### src/rtl/pipe_stall_seq_pkg.sv
// Shared definitions for the pipeline stall/flush sequencer: FSM state
// encoding and bit positions inside the D_X_M_W hazard/valid vectors.
package core_pkg;

    // Sequencer operating modes.
    typedef enum logic [1:0] {
        RUN   = 2'd0,
        DWAIT = 2'd1,
        HALT  = 2'd2
    } seq_state_e;

    // Bit positions inside any D_X_M_W ordered 4-bit vector.
    localparam int unsigned NUM_STG = 4;
    localparam int unsigned STG_D   = 3;
    localparam int unsigned STG_X   = 2;
    localparam int unsigned STG_M   = 1;
    localparam int unsigned STG_W   = 0;

    // Width of a counter that has to hold the value 0..limit inclusive.
    function automatic int unsigned cnt_width(input int unsigned limit);
        return (limit < 1) ? 1 : $clog2(limit + 1);
    endfunction

endpackage

### src/rtl/pipe_stall_seq_if.sv
// Bundle between hazard control / memories (master) and the stall sequencer
// (slave): hazard requests in, per-stage enables, flushes, valids and
// performance counters out.
interface pipe_stall_seq_if #(
    parameter int unsigned CNT_W = 32
) ();
    import core_pkg::*;

    // Requests from hazard control and the memories.
    logic [NUM_STG-1:0] stall_req;
    logic               br_taken;
    logic               imem_busy;
    logic               dmem_busy;

    // Controls toward the pipeline registers.
    logic               en_pc;
    logic               en_fd;
    logic               en_dx;
    logic               en_xm;
    logic               en_mw;
    logic               flush_fd;
    logic               flush_dx;

    // Status and performance counters.
    logic               valid_d;
    logic               valid_x;
    logic               valid_m;
    logic               valid_w;
    logic               halt_err;
    logic [CNT_W-1:0]   cnt_retire;
    logic [CNT_W-1:0]   cnt_stall;
    logic [CNT_W-1:0]   cnt_flush;

    modport master (
        output stall_req, br_taken, imem_busy, dmem_busy,
        input  en_pc, en_fd, en_dx, en_xm, en_mw, flush_fd, flush_dx,
        input  valid_d, valid_x, valid_m, valid_w, halt_err,
        input  cnt_retire, cnt_stall, cnt_flush
    );

    modport slave (
        input  stall_req, br_taken, imem_busy, dmem_busy,
        output en_pc, en_fd, en_dx, en_xm, en_mw, flush_fd, flush_dx,
        output valid_d, valid_x, valid_m, valid_w, halt_err,
        output cnt_retire, cnt_stall, cnt_flush
    );

endinterface

### src/rtl/pipe_stall_seq_perf_cnt.sv
// Free-running wrap-around event counter with increment enable and
// synchronous clear.
module perf_cnt #(
    parameter int unsigned W = 32
) (
    input  logic         clk,
    input  logic         clr,
    input  logic         inc,
    output logic [W-1:0] cnt
);

    logic [W-1:0] cnt_q;
    logic [W-1:0] cnt_d;

    // Next count: wraps modulo 2^W, never saturates.
    always_comb begin
        cnt_d = inc ? cnt_q + W'(1) : cnt_q;
    end

    // NOTE: state flops use non-blocking assignments so every flop samples the
    // pre-edge value of its neighbours regardless of process ordering.
    always_ff @(posedge clk) begin
        if (clr) cnt_q <= '0;
        else     cnt_q <= cnt_d;
    end

    assign cnt = cnt_q;

endmodule

### src/rtl/pipe_stall_seq.sv
// Pipeline stall/flush sequencer for the 5-stage core. Converts hazard
// requests, branch redirects and data-memory wait into per-stage register
// enables and flushes, tracks a valid bit per stage and counts retire,
// stall and flush cycles. A data access that never completes freezes the
// pipe permanently (halt_err) until reset.
module pipe_stall_seq
    import core_pkg::*;
#(
    parameter int unsigned MEM_TIMEOUT = 16,
    parameter int unsigned CNT_W       = 32
) (
    input  logic               clk,
    input  logic               rst,
    pipe_stall_seq_if.slave    bus
);

    localparam int unsigned           WAIT_W     = cnt_width(MEM_TIMEOUT);
    localparam logic [WAIT_W-1:0]     WAIT_LIMIT = WAIT_W'(MEM_TIMEOUT);

    seq_state_e          state_q, state_d;
    logic [WAIT_W-1:0]   wait_q, wait_d;
    logic                halt_err_q, halt_err_d;
    logic [NUM_STG-1:0]  vld_q, vld_d;

    logic mem_hold;
    logic redirect;
    logic bubble;
    logic en_pc, en_fd, en_dx, en_xm, en_mw;
    logic flush_fd, flush_dx;
    logic counting;

    // W-side stall bits are reserved and deliberately ignored.
    logic unused_stall_bits;
    assign unused_stall_bits = ^bus.stall_req[STG_M:STG_W];

    // Classify this cycle's hazard situation.
    always_comb begin
        // While waiting, the load is known to sit in M, so busy alone holds.
        mem_hold = bus.dmem_busy & ((state_q == DWAIT) | vld_q[STG_M]);
        redirect = bus.br_taken & vld_q[STG_X];
        bubble   = (bus.stall_req[STG_X] & vld_q[STG_X] & vld_q[STG_D])
                 | bus.stall_req[STG_D];
    end

    // Per-stage enables and flushes, highest-priority condition first. The
    // cycle dmem_busy falls inside DWAIT the access completes, so the normal
    // rules apply and M/W captures the returned data.
    always_comb begin
        // NOTE: every output gets a default first so no path leaves one
        // unassigned and no latch is inferred.
        en_pc    = 1'b1;
        en_fd    = 1'b1;
        en_dx    = 1'b1;
        en_xm    = 1'b1;
        en_mw    = 1'b1;
        flush_fd = 1'b0;
        flush_dx = 1'b0;
        if (rst) begin
            flush_fd = 1'b1;
            flush_dx = 1'b1;
        end else if ((state_q == HALT) || mem_hold) begin
            en_pc = 1'b0;
            en_fd = 1'b0;
            en_dx = 1'b0;
            en_xm = 1'b0;
            en_mw = 1'b0;
        end else if (redirect) begin
            // Wrong-path instructions in D and X are dropped; this also
            // covers a load-use request raised by the wrong-path D slot.
            flush_fd = 1'b1;
            flush_dx = 1'b1;
        end else if (bubble) begin
            // Hold PC and F/D, push one NOP into X.
            en_pc    = 1'b0;
            en_fd    = 1'b0;
            flush_dx = 1'b1;
        end
    end

    // FSM next state, memory wait counter and sticky timeout flag.
    always_comb begin
        state_d    = state_q;
        wait_d     = wait_q;
        halt_err_d = halt_err_q;
        case (state_q)
            RUN: begin
                if (mem_hold) begin
                    state_d = DWAIT;
                    wait_d  = '0;
                end
            end
            DWAIT: begin
                if (!bus.dmem_busy) begin
                    // Completion wins even on the cycle the limit is reached.
                    state_d = RUN;
                end else begin
                    wait_d = wait_q + WAIT_W'(1);
                    if (wait_d == WAIT_LIMIT) begin
                        state_d    = HALT;
                        halt_err_d = 1'b1;
                    end
                end
            end
            HALT: begin
                state_d = HALT;
            end
            default: begin
                state_d = RUN;
            end
        endcase
    end

    // Stage valid bits follow the enables and flushes of the registers.
    always_comb begin
        vld_d        = vld_q;
        vld_d[STG_D] = flush_fd ? 1'b0 : (en_fd ? ~bus.imem_busy : vld_q[STG_D]);
        vld_d[STG_X] = flush_dx ? 1'b0 : (en_dx ? vld_q[STG_D]   : vld_q[STG_X]);
        vld_d[STG_M] = en_xm ? vld_q[STG_X] : vld_q[STG_M];
        vld_d[STG_W] = en_mw ? vld_q[STG_M] : vld_q[STG_W];
    end

    // Sequencer state registers with synchronous reset.
    always_ff @(posedge clk) begin
        if (rst) begin
            state_q    <= RUN;
            wait_q     <= '0;
            halt_err_q <= 1'b0;
            vld_q      <= '0;
        end else begin
            state_q    <= state_d;
            wait_q     <= wait_d;
            halt_err_q <= halt_err_d;
            vld_q      <= vld_d;
        end
    end

    // Counters freeze once the pipe has halted.
    assign counting = (state_q != HALT);

    perf_cnt #(.W(CNT_W)) u_cnt_retire (
        .clk (clk),
        .clr (rst),
        .inc (counting & vld_q[STG_W] & en_mw),
        .cnt (bus.cnt_retire)
    );

    perf_cnt #(.W(CNT_W)) u_cnt_stall (
        .clk (clk),
        .clr (rst),
        .inc (counting & ~en_pc),
        .cnt (bus.cnt_stall)
    );

    perf_cnt #(.W(CNT_W)) u_cnt_flush (
        .clk (clk),
        .clr (rst),
        .inc (counting & ~rst & redirect & flush_fd),
        .cnt (bus.cnt_flush)
    );

    assign bus.en_pc    = en_pc;
    assign bus.en_fd    = en_fd;
    assign bus.en_dx    = en_dx;
    assign bus.en_xm    = en_xm;
    assign bus.en_mw    = en_mw;
    assign bus.flush_fd = flush_fd;
    assign bus.flush_dx = flush_dx;
    assign bus.valid_d  = vld_q[STG_D];
    assign bus.valid_x  = vld_q[STG_X];
    assign bus.valid_m  = vld_q[STG_M];
    assign bus.valid_w  = vld_q[STG_W];
    assign bus.halt_err = halt_err_q;

endmodule

### src/flat_wrapper.sv
// flat-port wrapper written by rule: the top's interface ports become plain ports
module pipe_stall_seq_flat import core_pkg::*;
#(
    parameter int unsigned MEM_TIMEOUT = 16,
    parameter int unsigned CNT_W       = 32
)
  (clk, rst, bus_stall_req, bus_br_taken, bus_imem_busy, bus_dmem_busy, bus_en_pc, bus_en_fd, bus_en_dx, bus_en_xm, bus_en_mw, bus_flush_fd, bus_flush_dx, bus_valid_d, bus_valid_x, bus_valid_m, bus_valid_w, bus_halt_err, bus_cnt_retire, bus_cnt_stall, bus_cnt_flush);
  pipe_stall_seq_if #(.CNT_W(CNT_W)) bus_i ();
  input  logic clk;
  input  logic rst;
  input wire logic [$bits(bus_i.stall_req)-1:0] bus_stall_req;
  input wire logic [$bits(bus_i.br_taken)-1:0] bus_br_taken;
  input wire logic [$bits(bus_i.imem_busy)-1:0] bus_imem_busy;
  input wire logic [$bits(bus_i.dmem_busy)-1:0] bus_dmem_busy;
  output wire logic [$bits(bus_i.en_pc)-1:0] bus_en_pc;
  output wire logic [$bits(bus_i.en_fd)-1:0] bus_en_fd;
  output wire logic [$bits(bus_i.en_dx)-1:0] bus_en_dx;
  output wire logic [$bits(bus_i.en_xm)-1:0] bus_en_xm;
  output wire logic [$bits(bus_i.en_mw)-1:0] bus_en_mw;
  output wire logic [$bits(bus_i.flush_fd)-1:0] bus_flush_fd;
  output wire logic [$bits(bus_i.flush_dx)-1:0] bus_flush_dx;
  output wire logic [$bits(bus_i.valid_d)-1:0] bus_valid_d;
  output wire logic [$bits(bus_i.valid_x)-1:0] bus_valid_x;
  output wire logic [$bits(bus_i.valid_m)-1:0] bus_valid_m;
  output wire logic [$bits(bus_i.valid_w)-1:0] bus_valid_w;
  output wire logic [$bits(bus_i.halt_err)-1:0] bus_halt_err;
  output wire logic [$bits(bus_i.cnt_retire)-1:0] bus_cnt_retire;
  output wire logic [$bits(bus_i.cnt_stall)-1:0] bus_cnt_stall;
  output wire logic [$bits(bus_i.cnt_flush)-1:0] bus_cnt_flush;
  assign bus_i.stall_req = bus_stall_req;
  assign bus_i.br_taken = bus_br_taken;
  assign bus_i.imem_busy = bus_imem_busy;
  assign bus_i.dmem_busy = bus_dmem_busy;
  assign bus_en_pc = bus_i.en_pc;
  assign bus_en_fd = bus_i.en_fd;
  assign bus_en_dx = bus_i.en_dx;
  assign bus_en_xm = bus_i.en_xm;
  assign bus_en_mw = bus_i.en_mw;
  assign bus_flush_fd = bus_i.flush_fd;
  assign bus_flush_dx = bus_i.flush_dx;
  assign bus_valid_d = bus_i.valid_d;
  assign bus_valid_x = bus_i.valid_x;
  assign bus_valid_m = bus_i.valid_m;
  assign bus_valid_w = bus_i.valid_w;
  assign bus_halt_err = bus_i.halt_err;
  assign bus_cnt_retire = bus_i.cnt_retire;
  assign bus_cnt_stall = bus_i.cnt_stall;
  assign bus_cnt_flush = bus_i.cnt_flush;
  pipe_stall_seq #(.MEM_TIMEOUT(MEM_TIMEOUT), .CNT_W(CNT_W)) u_core (.clk(clk), .rst(rst), .bus(bus_i));
endmodule
### config.mk
export PLATFORM = sky130hd
export DESIGN_NAME = pipe_stall_seq_flat
export DESIGN_NICKNAME = d
export VERILOG_FILES = /design/src/rtl/pipe_stall_seq_pkg.sv /design/src/rtl/pipe_stall_seq_if.sv /design/src/rtl/pipe_stall_seq_perf_cnt.sv /design/src/rtl/pipe_stall_seq.sv /design/src/flat_wrapper.sv
export SDC_FILE = /design/constraint.sdc
export NUM_CORES = 1
export LEC_CHECK = 0
export BUFFER_PORTS_ARGS = -buffer_cell sky130_fd_sc_hd__buf_2
export CAP_MARGIN = 20
export CORE_MARGIN = 8
export CORE_UTILIZATION = 51
export CTS_BUF_LIST = sky130_fd_sc_hd__clkbuf_8
export DETAILED_ROUTE_END_ITERATION = 16
export GPL_TIMING_DRIVEN = 0
export PLACE_DENSITY = 0.87
export SLEW_MARGIN = 20
export SYNTH_ARGS = -nofsm -noshare
export SYNTH_HDL_FRONTEND = slang
export SYNTH_SLANG_ARGS = --single-unit
export TNS_END_PERCENT = 100
### constraint.sdc
create_clock -name clk -period 1.9 [get_ports clk]
set_input_delay 0.285 -clock clk [delete_from_list [all_inputs] [get_ports clk]]
set_output_delay 0.285 -clock clk [all_outputs]
set_load 0.1 [all_outputs]
# Yosys cells after proc, flatten, opt, wreduce, memory -nomap -nowiden
# Cells that the tools add are included.
[word_totals]
reg_bits = 108
latchBits = 0
ram_bits = 0
rom_bits = 0
in_bits = 9
elab_cells = 63
mem_count = 0
[op_classes]
addsub = 4
mul = 0
div = 0
n_lt_le_gt_ge = 0
eq_ne = 7
shifts = 0
muxes = 20
bitwise_logic = 15
n_reduce_logical = 8
[op_table]
columns = ["op", "n"]
rows = [
  ["adder 32 x 1 -> 32 bit (second input constant)", 3],
  ["2-to-1 mux 1 bit", 13],
  ["AND 1 bit", 10],
  ["2-to-1 mux 5 bit", 2],
  ["one-hot mux 5 bit (2 select lines)", 1],
  ["2-to-1 mux 2 bit", 3],
  ["one-hot mux 2 bit (3 select lines)", 1],
  ["AND reduction 3 bit", 2],
  ["adder 5 x 1 -> 5 bit (second input constant)", 1],
  ["== test 5 bit (second input constant)", 1],
  ["!= test 2 bit (second input constant)", 2],
  ["OR reduction 2 bit", 2],
  ["!= test 3 bit (second input constant)", 1],
  ["inverter 1 bit", 3],
  ["== test 2 x 1 -> 1 bit (second input constant)", 1],
  ["== test 2 bit (second input constant)", 1],
  ["logical NOT 2 bit", 1],
  ["!= test 2 x 1 -> 1 bit (second input constant)", 1],
  ["bitwise OR 1 bit", 2],
  ["AND reduction 2 bit", 1],
  ["nonzero test 2 bit", 1],
  ["logical OR 1 bit", 1],
]

# Longest topological paths before layout
# Gate-level depths: netlist of run 1.
[depth]
ltp_word = 9
mapped_depth = 8

# By module
# A second synthesis of run 1 with hierarchy kept.
[hier_totals]
hier_cells = 629
hier_area_um2 = 5434.0
[modules_own_cells]
columns = ["mod", "instances", "cells_per_inst", "area_per_inst_um2", "seq_area_each_um2"]
rows = [
  ["perf_cnt", 3, 181, 1564.0, 640.6],
  ["pipe_stall_seq", 1, 86, 742.0, 240.2],
]

# Worst setup path before layout of run 1
# No wires, ideal clock.
[synth_path]
path_type = "reg-to-output"
from = "register u_core.vld_q[2]"
to = "output bus_en_pc"
t_arrival_ps = 3633
path_slack_ps = -2018
path_stages_with_launch = 5
path_buffers = 2
path_cell_list = "dfxtp_1 -> a21oi_1 -> clkbuf_1 -> o21bai_1 -> buf_4"
[synth_between]
elab_chain_cells = 7
[synth_lines]
columns = ["element", "line_no", "rtl"]
rows = [
  ["start: declaration", "pipe_stall_seq.sv:23", "logic [NUM_STG-1:0] vld_q, vld_d;"],
  ["start signal: assignment", "pipe_stall_seq.sv:133", "vld_q <= vld_d;"],
  ["AND 1 bit (2 in series)", "pipe_stall_seq.sv:41", "bubble = (bus.stall_req[STG_X] & vld_q[STG_X] & vld_q[STG_D])"],
  ["bitwise OR 1 bit", "pipe_stall_seq.sv:42", "| bus.stall_req[STG_D];"],
  ["2-to-1 mux 1 bit", "--", ""],
  ["2-to-1 mux 1 bit (*) (3 in series)", "--", ""],
  ["end: declaration", "flat_wrapper.sv:15", "output wire logic [$bits(bus_i.en_pc)-1:0] bus_en_pc;"],
]
# Every way passes the cells marked *; elsewhere a longest branch is shown, timed or not.

# Final worst setup path of run 1
[layout_path]
from = "register u_core.state_q[1]"
to = "output bus_flush_dx"
[layout_between]
elab_chain_cells = 6
[layout_lines]
columns = ["element", "line_no", "rtl"]
rows = [
  ["start: declaration", "pipe_stall_seq.sv:20", "seq_state_e state_q, state_d;"],
  ["start signal: assignment", "pipe_stall_seq.sv:130", "state_q <= state_d;"],
  ["== test 2 x 1 -> 1 bit", "pipe_stall_seq.sv:39", "mem_hold = bus.dmem_busy & ((state_q == DWAIT) | vld_q[STG_M]);"],
  ["bitwise OR 1 bit", "pipe_stall_seq.sv:39", ""],
  ["AND 1 bit", "pipe_stall_seq.sv:39", ""],
  ["logical OR 1 bit (*)", "pipe_stall_seq.sv:61", "end else if ((state_q == HALT) || mem_hold) begin"],
  ["2-to-1 mux 1 bit (*)", "pipe_stall_seq.sv:61", ""],
  ["2-to-1 mux 1 bit (*)", "pipe_stall_seq.sv:58", "if (rst) begin"],
  ["end: declaration", "flat_wrapper.sv:21", "output wire logic [$bits(bus_i.flush_dx)-1:0] bus_flush_dx;"],
]
# Marks and branches as above.

==> impl_metrics.toml, run 1 <==
[synthesis]
synth_cell_types = 51
synth-async-reset-ratio_pct = 0
synth_cells = 630
syn-num-nets = 643
synthFlopType = "dfxtp_1"
ys_seq_area_share_pct = 41.3
synth_area_um2 = 5240
synth_most_common_cell = "dfxtp_1"
yosysWarnings = 0
synth-edff-count = 0
ys_seq_elements = 108
avgSynthCellArea_um2 = 8.31
synth_top_area_share_pct = 41.3
ys_top_cells_by_area = "dfxtp_1 (41%), a21oi_1 (5.9%), xor2_1 (5.0%), nor2_1 (4.5%), nand4_1 (4.1%)"
yosysTopAreaCell = "dfxtp_1"
yosys-top-cells-count = "dfxtp_1 (108), nor2_1 (63), a21oi_1 (62), nand2_1 (38), nand4_1 (34)"

[place]
pre_cts_slack_ns = -0.575
dp.cells = 879
place_hpwl_um = 11100
gp_congestion = 0.866
io_buffers = 113

[worst_setup_path]
endpoint_kind = "output port"
arrival_ns = 1.95
cp_max_fo = 5
rr_worst_depth = 6
worstPathRequired_ns = 1.62
startpoint_type = "flop"
worstSetupPathType = "flop to output port"

[route]
drt_pass1_iterations = 5
viasPerCell = 6.24
finalWirelength_um = 17900
drt_iter0_markers = 596
wl_per_cell_um = 19.2
vias = 5824
drc = 0
ant_nets = 0

[finish]
nFillCells = 653
diodes = 0
drive_gt1_share_pct = 46.0
syn_to_final_growth_pct = 44.7
layout.nets = 805
stdcell_count = 933

[cts]
path_clk_slew_ns = 0.11
cts_buffers = 9
clk_path_buf_depth = 2
clk_latency_ns = 0.38
cts_tree = "done"
h-tree-depth = 3
clockRootBuffer = "clkbuf_8"
clock-sinks = 108

[flow_run]
maxCapViolCount = 0

[sta]
worst_slew_pin_slew_ns = 0.723
max_clock_freq_ghz = 0.448
period_minus_slack_ns = 2.23
finalSetupTns_ns = -5.10
fin_ws_ns = -0.330
fin_skew_ns = 0.0150
rsz0062_at_grt = "yes"
fin_crit_sh_pct = 117
maxSlewHeadroom_pct = 51.8
setup_viol_count_final = 39
drv_slew = 0
hold_violations = 0

[hold_path]
hold_depth = 2
worstHoldPathType = "primary input to flop"

[power_and_ir_drop]
powerDensity_nw_per_um2 = 520
p_total_mw = 3.94
irDropWorstVdd_uv = 416
leakagePower_nw = 2.87

[floorplan]
initial_utilization_pct = 51.6
core_area_um2 = 10100
die-height_um = 117
die_x_um = 117
design.die.area_um2 = 13800
io_pins = 117
rows = 37

[global_routing]
antenna_found_initial = 1
grt_max_degree = 18
grt_overflow_total = 0
grt_pass1_wl_um = 26600
track_usage_pct = 22.6
grt_pass1_vias = 5411

[status]
outcome = "finished with violations"
violations = "setup timing"
==> through the flow <==
| step | cell area [um^2] | hold slack (ns) | util [%] |
|---|---|---|---|
| after CTS | 7140 | 0.0521 | 70.4 |
| final | 7580 | 0.0568 | 74.7 |
| after detailed placement | 6500 | 0.462 | 64.1 |
| after floorplan | 5760 | 0.370 | - |
| after global routing | 7580 | 0.0534 | 74.7 |
| after global placement | 6500 | 0.454 | 64.1 |
==> report_power, final <==
group	internal [mW]	switching, mW
Combinational	0.0896	0.215
Clock	0.604	0.831
Sequential	2.19	0.0143
==> cell usage in the layout, fill, tap and decap left out, types with 5 or more instances in the layout <==
cell type  netlist  layout
o211ai_1         6       6
clkbuf_8         0      11
and3_1          14      13
dfxtp_1        108      17
o21ai_0         31      27
and2_1          11      11
nand4_1         34      34
o31ai_4          0       5
xnor2_1         12      12
inv_1           14      15
or4_4            0      15
buf_12           0      11
o31ai_1         20      12
dfxtp_4          0      60
or4_1           22       7
dfxtp_2          0      31
a21oi_2          0      18
xor2_1          30      30
o2111ai_1        7       7
nand2_1         38      34
buf_2            1     106
nand3b_1         5       5
buf_8            0       6
nor2_1          63      62
or3_4            0       5
nand3_1         24      21
buf_4            3      31
a21oi_1         62      43
or3_1           25      20
buf_6            0      10
clkbuf_1        31      13
==> registers in the layout, summed over array words and instances, names as in the netlist <==
signal	cells
u_core.state_q	2
u_core.vld_q	4
u_core.bus.halt_err	1
u_core.wait_q	5
u_core.u_cnt_retire.cnt	32
u_core.u_cnt_stall.cnt	32
u_core.u_cnt_flush.cnt	32
==> final timing paths <==
path                                    start                     endpoint  slack, ns
setup reg to reg            u_core.state_q[1]  u_core.u_cnt_retire.cnt[29]      -0.24
hold / removal                  bus_imem_busy              u_core.vld_q[3]       0.06
setup / recovery            u_core.state_q[1]                 bus_flush_dx      -0.33
hold reg to reg   u_core.u_cnt_retire.cnt[31]  u_core.u_cnt_retire.cnt[31]       0.50
==> worst max-delay path: stages (launching register included) <==
cell and delay (ns):
dfxtp_2 0.38, and3b_2 0.24, nor4b_4 0.29, clkbuf_8 0.19
or2_4 0.13, o21bai_4 0.14, buf_12 0.19
==> repair_timing <==
item                       CTS  global route
resized for setup           64            85
gates cloned                 2             3
setup endpoints to repair   69            73
hold buffers                 0             0
pin swaps                   13            31
buffers inserted            25            12
==> final cells by class <==
| type | count | area (um^2) | share of cell area, % |
|---|---|---|---|
| plain buffers | 35 | 323 | 4.26 |
| clock buffers | 9 | 124 | 1.64 |
| clock inverters | 7 | 68.8 | 0.908 |
| inverters | 14 | 52.6 | 0.694 |
| multi-input cells | 470 | 3360 | 44.3 |
| flip-flops and latches | 108 | 2430 | 32.0 |
| well taps | 136 | 170 | 2.25 |
| repair buffers | 154 | 1050 | 13.9 |
==> cell families after synthesis <==
kind of cell	after synthesis	share of synthesized area (%)
simple gates	279	29.9
compound gates	141	16.0
flops	108	41.3
buf+inv	52	3.97
xor+xnor	42	7.03
mux	4	0.765
fa+ha+maj	4	0.956
==> routing by layer <==
metal	share of wire, %	track usage [%]
met2	50	39.3
met5	0.045	0
met1	40	26.6
met4	3.1	8.92
met3	6.9	4.70
(Power assumes the default switching activity.)
==> inputs of run 2 (changes only) <==
--- a/config.mk
+++ b/config.mk
@@ -5,7 +5,7 @@
 export SDC_FILE = /design/constraint.sdc
 export NUM_CORES = 1
 export LEC_CHECK = 0
-export BUFFER_PORTS_ARGS = -buffer_cell sky130_fd_sc_hd__buf_2
+export BUFFER_PORTS_ARGS = -buffer_cell sky130_fd_sc_hd__clkbuf_2
 export CAP_MARGIN = 20
 export CORE_MARGIN = 8
 export CORE_UTILIZATION = 51
==> run 2 against run 1 <==
  * The run still ends with setup timing left
  * Routed wire length rose by 1.7%
  * Via count rose by 0.26%
  * Worst setup slack got worse by 0.0075 ns
  * Non-clock buffer count grew 7
  * Worst hold slack improved by 0.024 ns
==> impl_metrics.toml, run 2 (synthesized netlist as in run 1, its figures left out) <==
[global_routing]
grt_max_degree = 17
antenna_found_initial = 0
track_usage_pct = 22.3
grt_pass1_wl_um = 26400
grt_pass1_vias = 5402
grt_overflow_total = 0

[power_and_ir_drop]
internal_power_mw = 2.75
swShare_pct = 26.9
leakagePower_nw = 2.84
clock_power_share_pct = 32.9
pwr-share-comb_pct = 8.4
pwr-share-seq_pct = 58.6
powerDensity_nw_per_um2 = 484
irDropWorstVdd_uv = 425
switchingPower_mw = 1.01

[worst_setup_path]
startpoint_type = "flop"
worstSetupPathType = "flop to output port"
slowest_delay_ns = 0.39
cp-startpoint = "u_core.state_q[0]"
worstPathRequired_ns = 1.62
worstPathCellList = "and3b_2 -> nor4b_4 -> clkbuf_8 -> or2_4 -> o21bai_4 -> clkbuf_16"
arrival_ns = 1.95
r2r_start = "u_core.state_q[1]"
cp_max_fo = 6
cpMaxStageDelayCell = "dfxtp_4"
crit_family = "simple AND/OR/NAND/NOR gates"
cp.buffers_inverters = 2
endpoint_kind = "output port"

[finish]
layout_commonest_cell = "clkbuf_2"
diodes = 0
nFillCells = 600
layout.nets = 812
stdcell_count = 940
final_util_pct = 76.6
layout_common_cells = "clkbuf_2 (110), nor2_1 (62), dfxtp_4 (61)"
syn_to_final_growth_pct = 48.4
drive_gt1_share_pct = 48.4
postLayoutCellArea_um2 = 7770

[sta]
hold_slack_ns = 0.0809
period_minus_slack_ns = 2.24
maxSlewHeadroom_pct = 53.6
fin_ws_ns = -0.338
drv_slew = 0
finalSetupTns_ns = -6.34
hold_violations = 0
max_clock_freq_ghz = 0.447
worst_slew_pin_slew_ns = 0.696
setup_viol_count_final = 49
fin_skew_ns = 0.00855
rsz0062_at_grt = "yes"
fin_crit_sh_pct = 118

[floorplan]
io_pins = 117
die_x_um = 117
initial_utilization_pct = 51.6
die-height_um = 117
design.die.area_um2 = 13800
rows = 37
core_area_um2 = 10100

[place]
place_hpwl_um = 11200
dp.cells = 879
gp_congestion = 0.873
io_buffers = 113
placed_area_um2 = 6500

[route]
viasPerCell = 6.21
drt_pass1_iterations = 6
vias = 5839
finalWirelength_um = 18200
wl_per_cell_um = 19.4
ant_nets = 0
drt_iter0_markers = 679
drc = 0

[cts]
clk_path_buf_depth = 2
cts_tree = "done"
clk_latency_ns = 0.37
h-tree-depth = 3
clock-sinks = 108
cts_buffers = 9
clockRootBuffer = "clkbuf_8"
path_clk_slew_ns = 0.10

[hold_path]
worstHoldPathType = "primary input to flop"
hp-start = "bus_imem_busy"

[status]
outcome = "finished with violations"
violations = "setup timing"

[flow_run]
maxCapViolCount = 0
run 2: cell types whose count changed in the layout (fill, tap and decap cells not counted), moves of 4 or more:
cell	delta
buf_12	-7
buf_2	-106
buf_4	-5
buf_6	+10
clkbuf_16	+7
clkbuf_2	+107
o21ai_0	-9
o21ai_2	+4
run 2: cell type report:
type | instances | area [um^2] | share of cell area [%]
well taps | 136 | 170 | 2.19
inverters | 14 | 52.6 | 0.677
flip-flops and latches | 108 | 2430 | 31.3
clock inverters | 7 | 36.3 | 0.467
repair buffers | 161 | 1170 | 15.1
multi-input cells | 470 | 3440 | 44.3
clock buffers | 9 | 124 | 1.59
plain buffers | 35 | 337 | 4.33
run 2: power by group through the flow:
stage	clock network (mW)	registers [mW]	logic, mW
2_1_floorplan	0	2.31	0.134
3_3_place_gp	0	2.26	0.238
3_5_place_dp	0	2.26	0.242
4_1_cts	1.24	2.20	0.291
5_1_grt	1.34	2.20	0.328
6_report	1.24	2.20	0.317
run 2: per-stage QoR:
| stage | total power [mW] | setup slack [ns] |
|---|---|---|
| 2_1_floorplan | 2.44 | -0.276 |
| 3_3_place_gp | 2.49 | -0.476 |
| 3_5_place_dp | 2.50 | -0.529 |
| 4_1_cts | 3.73 | -0.321 |
| 5_1_grt | 3.88 | -0.391 |
| 6_report | 3.76 | -0.338 |
run 2: routing by layer:
metal	vias up	track usage, %	part of all wire, %
met4	0	9.65	2.6
met2	324	38.2	50
met3	46	4.89	8.1
met1	2820	26.3	39
met5	-	0	0
li1	2649	-	-
run 2: timing repair:
item                       in CTS  in global routing
setup endpoints to repair      67                 76
hold buffers                    0                  0
setup buffers                  30                 15
pin swaps                      16                 44
gates resized for setup        59                126
cloned                          2                  3
run 2: path summary, 6_finish.rpt:
check        slack, ns                           to  cells after the start
min reg2reg       0.50   u_core.u_cnt_stall.cnt[15]                      2
max reg2reg      -0.20  u_core.u_cnt_retire.cnt[27]                      5
max              -0.34                 bus_flush_dx                      6
min               0.08              u_core.vld_q[3]                      2
==> inputs of run 3 (changes only) <==
--- a/config.mk
+++ b/config.mk
@@ -12,9 +12,10 @@
 export CTS_BUF_LIST = sky130_fd_sc_hd__clkbuf_8
 export DETAILED_ROUTE_END_ITERATION = 16
 export GPL_TIMING_DRIVEN = 0
-export PLACE_DENSITY = 0.87
+export PLACE_DENSITY = 0.86
 export SLEW_MARGIN = 20
 export SYNTH_ARGS = -nofsm -noshare
 export SYNTH_HDL_FRONTEND = slang
+export SYNTH_HIERARCHICAL = 1
 export SYNTH_SLANG_ARGS = --single-unit
 export TNS_END_PERCENT = 100
==> run 3 against run 2 <==
  * The run still ends with setup timing left
  * Combinational power rose by 14%
  * Worst hold slack improved by 0.15 ns
  * Clock-buffer cell count up 1
  * Critical path type is now flop to flop
  * Highest routed layer unchanged
==> impl_metrics.toml, run 3 <==
[status]
outcome = "finished with violations"
violations = "setup timing"

[route]
vias = 5743
ant_nets = 0
drc = 0
finalWirelength_um = 18800
drt_iter0_markers = 533
drt_pass1_iterations = 7
viasPerCell = 5.96
wl_per_cell_um = 19.5

[worst_setup_path]
startpoint_type = "flop"
cp_max_fo = 5
rr_worst_depth = 11
cpMaxStageDelayCell = "or3_4"
worstSetupPathType = "flop to flop"
timing.rr.end = "u_core/u_cnt_flush/cnt[31]"
crit_family = "simple AND/OR/NAND/NOR gates"
worstPathRequired_ns = 2.16
crit_top_cell = "buf_6"
arrival_ns = 2.91
worstPathCellList = "buf_6 -> buf_6 -> nor2b_4 -> or3_4 -> nor3_4 -> and4_1 -> buf_6 -> nand4_1 -> buf_6 -> nor4_4 -> mux2_4"
r2r_start = "u_core/state_q[0]"
cp.buffers_inverters = 4
path_depth = 11
endpoint_kind = "flop"
slowest_delay_ns = 0.42
rrSetupSlack_ns = -0.74

[finish]
layout_commonest_cell = "clkbuf_2"
diodes = 0
drive_gt1_share_pct = 45.6
final_util_pct = 77.9
layout.nets = 835
layout_common_cells = "clkbuf_2 (107), nor2_1 (82), dfxtp_1 (78)"
postLayoutCellArea_um2 = 8050
syn_to_final_growth_pct = 48.1

[sta]
rsz0062_at_grt = "yes"
drv_slew = 0
max_clock_freq_ghz = 0.378
worst_slew_pin_slew_ns = 0.689
hold_violations = 0
hold_slack_ns = 0.232
fin_skew_ns = 0.00931
fin_ws_ns = -0.743
setup_viol_count_final = 97
finalSetupTns_ns = -44.30
period_minus_slack_ns = 2.64
maxSlewHeadroom_pct = 54.1
fin_crit_sh_pct = 139

[synthesis]
yosysTopAreaCell = "dfxtp_1"
yosysWarnings = 6
avgSynthCellArea_um2 = 8.64
synth_cell_types = 53
syn-num-nets = 642
synth_area_um2 = 5430
ys_seq_area_share_pct = 39.8
yosys-top-cells-count = "dfxtp_1 (108), nor2_1 (82), nand2_1 (37), nor3_1 (33)"
ys_seq_elements = 108
synth-edff-count = 0
synth_top_area_share_pct = 39.8
ys_top_cells_by_area = "dfxtp_1 (40%), mux2_2 (5.8%), nor2_1 (5.7%), xor2_1 (4.4%), nand4_1 (3.6%)"
synth_most_common_cell = "dfxtp_1"
synth_cells = 629
synth-async-reset-ratio_pct = 0
synthFlopType = "dfxtp_1"

[floorplan]
design.die.area_um2 = 14200
die-height_um = 119
die_x_um = 119
core_area_um2 = 10300
io_pins = 117
initial_utilization_pct = 52.6
rows = 37

[place]
placed_area_um2 = 6370
place_hpwl_um = 10200
io_buffers = 114
pre_cts_slack_ns = -1.24
gp_congestion = 0.843

[global_routing]
antenna_found_initial = 0
grt_max_degree = 27
track_usage_pct = 23.1
grt_pass1_vias = 5603
grt_pass1_wl_um = 27900
grt_overflow_total = 0

[cts]
cts_tree = "done"
path_clk_slew_ns = 0.10
clk_path_buf_depth = 2
clk_latency_ns = 0.36
cts_buffers = 9
clock-sinks = 108
h-tree-depth = 3
clockRootBuffer = "clkbuf_8"

[hold_path]
worstHoldPathType = "primary input to flop"
holdPathEnd = "u_core/vld_q[3]"
hp-start = "bus_imem_busy"
hold_depth = 3

[power_and_ir_drop]
irDropWorstVdd_uv = 347
powerDensity_nw_per_um2 = 488
leakagePower_nw = 3.56

[flow_run]
maxCapViolCount = 0
-- run 3: cell types whose count changed after synthesis, moves of 7 or more --
cell / change
and3_1: -8
nor2b_1: +27
and2_1: -7
mux2_2: +28
or3_1: -13
o21ai_0: -19
nor3_1: +28
a21oi_1: -35
or4_1: -13
clkbuf_1: -9
nor2_1: +19
o2111ai_1: -7
o31ai_1: -8
-- run 3: through the flow --
| step | std cells | power, mW |
|---|---|---|
| after floorplan | 629 | 2.53 |
| after global placement | 879 | 2.59 |
| after detailed placement | 879 | 2.60 |
| after CTS | 943 | 3.90 |
| after global routing | 963 | 4.05 |
| final | 963 | 3.93 |
-- run 3: how the worst max path moves through the flow --
stage / end / startpoint / slack (ns)
2_1_floorplan: u_core/u_cnt_retire/cnt[31] / u_core/state_q[0] / -0.81
3_3_place_gp: u_core/u_cnt_stall/cnt[31] / rst / -1.19
3_5_place_dp: u_core/u_cnt_stall/cnt[25] / rst / -1.24
4_1_cts: u_core/u_cnt_retire/cnt[31] / u_core/state_q[1] / -0.67
5_1_grt: u_core/u_cnt_retire/cnt[27] / u_core/state_q[0] / -0.81
6_report: u_core/u_cnt_flush/cnt[31] / u_core/state_q[0] / -0.74
-- run 3: tightest hold or removal path: cells and delay by family --
kind | cells | cell delay, ns
AO/OA/AOI/OAI | 1 | 0.07
buffers and inverters | 1 | 0.10
AND/OR/NAND/NOR | 1 | 0.12
-- run 3: cell type report --
class | count | area (um^2)
Multi-Input combinational cell | 466 | 3810
Fill cell | 603 | 2280
Sequential cell | 108 | 2210
Timing Repair Buffer | 189 | 1430
Buffer | 31 | 193
Tap cell | 136 | 170
Clock buffer | 10 | 138
Inverter | 17 | 63.8
Clock inverter | 6 | 32.5
-- run 3: what timing repair did --
action / 4_1_cts / 5_1_grt
setup buffers: 51 / 26
resized for setup: 135 / 73
hold buffers: 0 / 0
pin swaps: 59 / 28
setup endpoints to repair: 99 / 100
-- run 3: layer usage --
layer,up-vias,GRT usage (%),part of all wire (%),wire (um)
met4,0,9.33,2.8,530
li1,2626,-,-,-
met2,284,40.3,51,9650
met5,-,0,0,0
met3,59,4.87,6.6,1240
met1,2774,27.1,39,7350
-- run 3: power by group --
part	leakage [nW]	total [mW]	switching [mW]	internal (mW)
Sequential	0.887	2.28	0.0108	2.27
Clock	0.0907	1.29	0.789	0.501
Combinational	2.58	0.360	0.242	0.118
Total	3.56	3.93	1.04	2.88
-- run 3: kinds of logic (layout without fill, tap and decap cells) --
group                      after synthesis  count (layout)  share of synthesized area (%)
muxes                                   37              37                           7.60
xor gates and xnor gates                39              39                           6.29
DFF                                    108             108                           39.8
AOI/OAI and AO/OA                       71              71                           8.68
adders and majority gates                4               4                          0.921
buffers and inverters                   55             253                           4.93
and+or+nand+nor                        315             315                           31.8
